$ cat src/rtl/datapath_arbiter.sv
// datapath_arbiter: round-robin burst arbiter sharing one datapath
// between requesters through a single registered valid/ready stage.
module datapath_arbiter #(
  parameter int WIDTH          = 8,
  parameter int NOF_REQUESTERS = 4,
  parameter int MAX_BURST      = 4,
  parameter int ID_WIDTH       = $clog2(NOF_REQUESTERS)
) (
  input  logic                            clk_i,
  input  logic                            rst_i,
  input  logic [NOF_REQUESTERS-1:0]       req_valid_i,
  input  logic [NOF_REQUESTERS*WIDTH-1:0] req_data_i,
  input  logic [NOF_REQUESTERS-1:0]       req_last_i,
  output logic [NOF_REQUESTERS-1:0]       req_ready_o,
  output logic [NOF_REQUESTERS-1:0]       grant_o,
  output logic                            dp_valid_o,
  output logic [WIDTH-1:0]                dp_data_o,
  output logic [ID_WIDTH-1:0]             dp_id_o,
  output logic                            dp_last_o,
  input  logic                            dp_ready_i
);

  localparam int CW = $clog2(MAX_BURST + 1);
  localparam logic [CW-1:0] CntLast = CW'(MAX_BURST - 1);
  localparam logic [ID_WIDTH-1:0] IdMax = ID_WIDTH'(NOF_REQUESTERS - 1);

  typedef enum logic {
    IDLE,
    BUSY
  } state_e;

  state_e                    state_q;
  logic [NOF_REQUESTERS-1:0] grant_q;
  logic [NOF_REQUESTERS-1:0] grant_d;
  logic [ID_WIDTH-1:0]       gid_q;
  logic [ID_WIDTH-1:0]       ptr_q;
  logic [ID_WIDTH-1:0]       ptr_d;
  logic [CW-1:0]             cnt_q;
  logic                      dp_valid_q;
  logic                      dp_last_q;
  logic [WIDTH-1:0]          dp_data_q;
  logic [ID_WIDTH-1:0]       dp_id_q;

  logic                      sel_valid;
  logic                      sel_last;
  logic [WIDTH-1:0]          sel_data;
  logic                      stage_free;
  logic                      accept;
  logic                      beat_last;

  logic                      hi_found;
  logic                      lo_found;
  logic [ID_WIDTH-1:0]       hi_idx;
  logic [ID_WIDTH-1:0]       lo_idx;
  logic                      pick_valid;
  logic [ID_WIDTH-1:0]       pick_idx;

  // Lane of the currently granted requester
  always_comb begin
    sel_valid = 1'b0;
    sel_last  = 1'b0;
    sel_data  = '0;
    for (int i = 0; i < NOF_REQUESTERS; i++) begin
      if (grant_q[i]) begin
        sel_valid = req_valid_i[i];
        sel_last  = req_last_i[i];
        sel_data  = req_data_i[i*WIDTH +: WIDTH];
      end
    end
  end

  assign stage_free  = ~dp_valid_q | dp_ready_i;
  assign req_ready_o = grant_q & {NOF_REQUESTERS{stage_free}};
  assign accept      = sel_valid & stage_free;
  assign beat_last   = sel_last | (cnt_q == CntLast);

  // Round-robin: lowest requester at or above the pointer, else lowest below
  always_comb begin
    hi_found = 1'b0;
    lo_found = 1'b0;
    hi_idx   = '0;
    lo_idx   = '0;
    for (int i = NOF_REQUESTERS - 1; i >= 0; i--) begin
      if (req_valid_i[i]) begin
        if (ID_WIDTH'(i) >= ptr_q) begin
          hi_found = 1'b1;
          hi_idx   = ID_WIDTH'(i);
        end else begin
          lo_found = 1'b1;
          lo_idx   = ID_WIDTH'(i);
        end
      end
    end
  end

  assign pick_valid = hi_found | lo_found;
  assign pick_idx   = hi_found ? hi_idx : lo_idx;

  always_comb begin
    grant_d           = '0;
    grant_d[pick_idx] = 1'b1;
  end

  assign ptr_d = (gid_q == IdMax) ? '0 : gid_q + ID_WIDTH'(1);

  always_ff @(posedge clk_i) begin
    if (rst_i) begin
      state_q    <= IDLE;
      grant_q    <= '0;
      gid_q      <= '0;
      ptr_q      <= '0;
      cnt_q      <= '0;
      dp_valid_q <= 1'b0;
      dp_data_q  <= '0;
      dp_id_q    <= '0;
      dp_last_q  <= 1'b0;
    end else begin
      if (accept) begin
        dp_valid_q <= 1'b1;
        dp_data_q  <= sel_data;
        dp_id_q    <= gid_q;
        dp_last_q  <= beat_last;
      end else if (dp_ready_i) begin
        dp_valid_q <= 1'b0;
      end
      unique case (state_q)
        IDLE: begin
          if (pick_valid) begin
            grant_q <= grant_d;
            gid_q   <= pick_idx;
            cnt_q   <= '0;
            state_q <= BUSY;
          end
        end
        BUSY: begin
          if (accept) begin
            cnt_q <= cnt_q + CW'(1);
            if (beat_last) begin
              grant_q <= '0;
              ptr_q   <= ptr_d;
              state_q <= IDLE;
            end
          end
        end
      endcase
    end
  end

  assign grant_o    = grant_q;
  assign dp_valid_o = dp_valid_q;
  assign dp_data_o  = dp_data_q;
  assign dp_id_o    = dp_id_q;
  assign dp_last_o  = dp_last_q;

endmodule

$ cat config.mk
export PLATFORM = sky130hd
export DESIGN_NAME = datapath_arbiter
export DESIGN_NICKNAME = d
export VERILOG_FILES = /design/src/rtl/datapath_arbiter.sv
export SDC_FILE = /design/constraint.sdc
export NUM_CORES = 1
export LEC_CHECK = 0
export CAP_MARGIN = 0
export CELL_PAD_IN_SITES_DETAIL_PLACEMENT = 1
export CELL_PAD_IN_SITES_GLOBAL_PLACEMENT = 2
export CORE_UTILIZATION = 20
export DETAILED_ROUTE_END_ITERATION = 8
export PLACE_DENSITY_LB_ADDON = 0.1
export SYNTH_ARGS = -nofsm -noshare
export SYNTH_HDL_FRONTEND = slang
export SYNTH_SLANG_ARGS = --single-unit
$ cat constraint.sdc
create_clock -name clk_i -period 1.8 [get_ports clk_i]
set_clock_uncertainty 0.2 [all_clocks]
set_input_delay 0.36 -clock clk_i [delete_from_list [all_inputs] [get_ports clk_i]]
set_output_delay 0.36 -clock clk_i [all_outputs]
set_load 0.02 [all_outputs]
# Word level (Yosys, flattened, before mapping)
# Cells that the tools add are included.
# totals
ff_bits	24
wordCells	96
# classes
muxes	61
eq_ne	5
magnitude_cmp	6
n_bitwise	7
addsub	2
n_reduce_logical	6
# op_table
op	count
$mux 2	18
$mux 8	4
$mux 1	30
$mux 4	3
$pmux 4 s2	1
$mux 3	2
$pmux 3 s2	1
$reduce_and 3->1	2
$and 4x4->4	1
$ge 1x2->1 const A	2
$ge 2x2->1 const A	2
$ne 2x1->1 const B	2
$reduce_and 2->1	2
$add 3x1->3 const B	1
$eq 3x2->1 const B	1
$lt 2x3->1 const B	1
$or 1x1->1	3
$add 2x1->2 const B	1
$demux 1 s2	1
$eq 2x2->1 const B	1
$ge 2x1->1 const B	1
$ne 2x2->1 const B	1
$not 1->1	2
$pmux 1 s2	1
other kinds (3)	3

# Logic depth before layout (Yosys ltp)
# logic_depth
word_depth	16
depth_mapped	6
mapped_depth_nobuf	6

# Worst setup path before layout
# Ideal clock, no wire load.
# synth_path
kind	reg2out
startpoint	register grant_q[3] (netlist: grant_o[3])
endpoint	output port req_ready_o[3]
path_slack_ns	-0.128
t_required_ns	1.240
path_stages_with_launch	4
arrival_time_ns	1.368
path_cell_list	dfxtp_1 clkbuf_1 clkbuf_1 and2_1
# synth_via
elab_chain_len	1
# synth_lines
element	line_no	rtl
from (decl)	33	logic [NOF_REQUESTERS-1:0] grant_q;
from (signal assigned)	129	grant_q <= grant_d;
$and 4x4->4	73	assign req_ready_o = grant_q & {NOF_REQUESTERS{stage_free}};
to (decl)	14	output logic [NOF_REQUESTERS-1:0] req_ready_o,
# Every way passes these cells.

# Worst setup path in the final report
# layout_path
startpoint	register grant_q[1] (netlist: grant_o[1])
endpoint	register ptr_q[0]
# layout_via
elab_chain_len	5
word_cells_on_any_way	9
cone_classes	mux (6); bitwise (2); reduce/logical (1)
# layout_lines
element	line_no	rtl
$mux 1 (3 in series)	64	if (grant_q[i]) begin
$and 1x1->1 or $or 1x1->1 (tied branches)	74, 75	
$reduce_and 3->1 (no source line) *	-	
to (signal assigned)	140	ptr_q <= ptr_d;
to (decl)	36	logic [ID_WIDTH-1:0] ptr_q;
# Every way passes the cells marked *; elsewhere a longest branch is shown, timed or not.
# A chain may end at the register's enable or synchronous reset.

==> summary.txt <==
Timing
  – Fmax: 524.7 MHz
  – Tcrit/Tclk final: 105.9%
  – Slew Viols, Final: 0
  – RSZ-0062 raised after global routing: true
  – Worst slew margin: between 70% and 80%
  – Final Hold Vio Count: 0
  – Final setup viols: 9
  – Setup WS post-layout: -0.1058 ns
  – TNS Setup: -0.4341 ns
  – Worst-Margin Slew: 0.3962 ns
  – Clock period minus worst slack: 1.906 ns

Synth
  – Synth Warn #: 0
  – XOR/XNOR share of the synthesized area: 0%
  – Synth Area in Adders: 2.788%
  – Post-Synth Simple-Gate Area: 28.90%
  – Distinct cells, synth: 36
  – Number of synthesized register bits: 24
  – Register area share after synthesis: 35.69%
  – Syn nets: 210
  – Post-synthesis mux area share: 4.554%
  – Largest family of logic cells by synthesized area: simple AND/OR/NAND/NOR gates
  – Netlist Area Pre-Place: 1346 um^2
  – Synthesized area per cell: 8.209 um^2
  – Post-synthesis compound-gate area fraction: roughly 23%
  – Synth Instances: around 160

Floorplan
  – Die area: 7064 um^2
  – Placeable Area: 6422 um^2
  – Die width: 84.05 um
  – Die H: 84.05 um
  – Initial Utilization: 20.96%
  – I/O pin total: 63
  – Core Rows: 29

Drt
  – Drt first pass iters: 6
  – Via Count: 1605
  – Via density: 4.777
  – DRT iter0 DRCs: 46
  – Routed length per instance: 16.31 um
  – Number of remaining DRC errors: 10
  – Routed WL: about 5500 um
  – Post-route ant nets: 0

Clock tree
  – CTS clock-pin slew for the worst setup and hold paths: roughly 0.090 ns
  – Clk buf depth: 2
  – Clock sink count: 24
  – CTS Buf Count: 3
  – CTS tree: done
  – Root Driver: clkbuf_8
  – H-tree Lvls: 1
  – Clk_lat worst skew: 0.26 ns

Setup path
  – CP Data Arrival Time: 1.90 ns
  – Setup CP Type: reg -> reg
  – CP Launch Type: register
  – Critical path fanouts, max: 7
  – CP Capture Type: register
  – CP Data Required Time: 1.80 ns

Pwr
  – Leakage: 1.255 nW
  – Sw Ratio: 30.50%
  – Sequential Power Share: 40.9%
  – Net load switching power: 443.6 uW
  – Combinational share of power: 37.1%
  – Pwr per Cell Area: around 540 nW/um^2
  – Clock Power Share: a little over a fifth
  – Worst VDD drop: 268.9 uV
  – Int Power: 1.011 mW

Run status
  – Failing checks: design-rule violations, negative setup slack
  – Run status: complete, but fails checks

Global route
  – Vias in the first global route: 1771
  – GRT met3 Usage: 2.967%
  – GRT Overall Usage: 15.46%
  – Gr ovfl total: 0
  – Initial antenna violation count: 0
  – Met2 Track Usage GR: between 30 and 40%
  – GR peak layer: met2
  – M1 GR Usage: about 17%
  – Largest net degree at the start of global routing: 17
  – First-pass GRT wire length: 8638 um

Placed design
  – Detailed Place HPWL: ~4200 um
  – Placed insts: 325
  – Placer Congestion: around 0.74
  – Dpl ws: -0.5663 ns
  – # port buffers: 62
  – DP Area: 2296 um^2

Final layout
  – Commonest non-fill, non-tap cell in the layout: clkdlybuf4s50_1
  – # diodes: 0
  – Synth-to-Final Area Change: 98.79%
  – Layout cells sized above 1: 38.22%
  – Fin cells: between 300 and 400
  – Final net count: about 310
  – Final instance area: 2676 um^2
  – Most frequent cells in the layout: 34 x clkdlybuf4s50_1, 32 x buf_4, 20 x dfxtp_1
  – Final Util: 41.67%

Flow run
  – Max_cap viols: 0

Min path
  – Worst hold path type: reg -> reg
[power groups by stage]
stage          combinational [mW]  sequential, mW  clock [mW]
6_report                    0.540           0.595       0.320
5_1_grt                     0.582           0.601       0.353
4_1_cts                     0.486           0.594       0.335
3_5_place_dp                0.454           0.607           0
3_3_place_gp                0.444           0.606           0
2_1_floorplan               0.157           0.630           0
[kinds of logic (layout without fill, tap and decap cells)]
kind of cell	Yosys count	in the layout
and+or+nand+nor	75	75
AOI/OAI and AO/OA	38	38
DFF	24	24
buffers and inverters	18	113
muxes	6	6
adders and majority gates	3	3
[sequential cells by signal (all words and copies together), names as in the netlist]
name / count
cnt_q: 3
dp_data_o: 8
dp_id_o: 2
dp_last_o: 1
dp_valid_o: 1
gid_q: 2
grant_o: 4
ptr_q: 2
state_q: 1
[layout make-up]
class / instances / area, um^2
Timing Repair Buffer: 104 / 1003
Clock buffer: 3 / 41.29
Sequential cell: 24 / 490.5
Inverter: 6 / 22.52
Multi-Input combinational cell: 122 / 1022
Tap cell: 77 / 96.34
Fill cell: 728 / 3746
[Yosys cell counts (all sizes together)]
master | count | share of area [%]
a21boi | 1 | 0.56
nor2b | 11 | 5.1
or2 | 2 | 0.93
nor4b | 1 | 0.65
or3 | 1 | 0.46
o2111ai | 1 | 1.1
buf | 3 | 0.93
nor3 | 17 | 6.3
a21oi | 9 | 3.3
mux2 | 1 | 0.84
nand2 | 8 | 2.2
nand3 | 4 | 1.5
a211oi | 11 | 7.1
nor4 | 1 | 0.46
ha | 3 | 2.8
a311oi | 1 | 0.65
nand2b | 3 | 1.4
a221oi | 9 | 6.3
inv | 6 | 1.7
clkbuf | 9 | 2.6
o2bb2a | 1 | 0.74
nor2 | 17 | 4.7
dfxtp | 24 | 36
mux2i | 5 | 3.7
or4 | 1 | 0.56
o21ai | 1 | 0.37
nor3b | 2 | 1.1
and2 | 5 | 2.3
a32o | 2 | 1.5
a31o | 1 | 0.65
nand3b | 2 | 1.1
a21o | 1 | 0.56
[stage by stage]
step           power [mW]  hold slack, ns
2_1_floorplan      0.7877          0.2452
3_3_place_gp        1.049          0.2553
3_5_place_dp        1.062          0.2563
4_1_cts             1.416          0.2683
5_1_grt             1.535          0.2945
6_report            1.455          0.2656
[worst paths after layout]
path	startpoint	endpoint	slack, ns	cells after the start
min	dp_id_o[1]$_SDFFE_PP0P_	dp_id_o[1]$_SDFFE_PP0P_	0.27	2
max reg2reg	grant_o[1]$_SDFFE_PP0P_	ptr_q[0]$_SDFFE_PP0P_	-0.11	6
max	grant_o[1]$_SDFFE_PP0P_	ptr_q[0]$_SDFFE_PP0P_	-0.11	6
min reg2reg	dp_id_o[1]$_SDFFE_PP0P_	dp_id_o[1]$_SDFFE_PP0P_	0.27	2
[timing repair]
| item | 4_1_cts | 5_1_grt |
|---|---|---|
| buffers inserted | 4 | 4 |
| gates cloned | 1 | 0 |
| endpoints found under the setup margin | 32 | 34 |
| hold buffers | 0 | 0 |
| gates resized for setup | 59 | 51 |
| pin swaps | 9 | 19 |
[layer usage]
metal	routed length, um	vias to the layer above
li1	-	784
met4	43	0
met3	207	4
met1	2185	782
met2	3044	35
met5	0	-
[worst max-delay path, stage by stage (launching register included)]
cell       delay (ns)
dfxtp_4          0.38
nand3b_1         0.17
a221oi_2         0.30
buf_4            0.19
o2111ai_4        0.13
or3_1            0.34
a21oi_1          0.14
(Power assumes the default switching activity.)
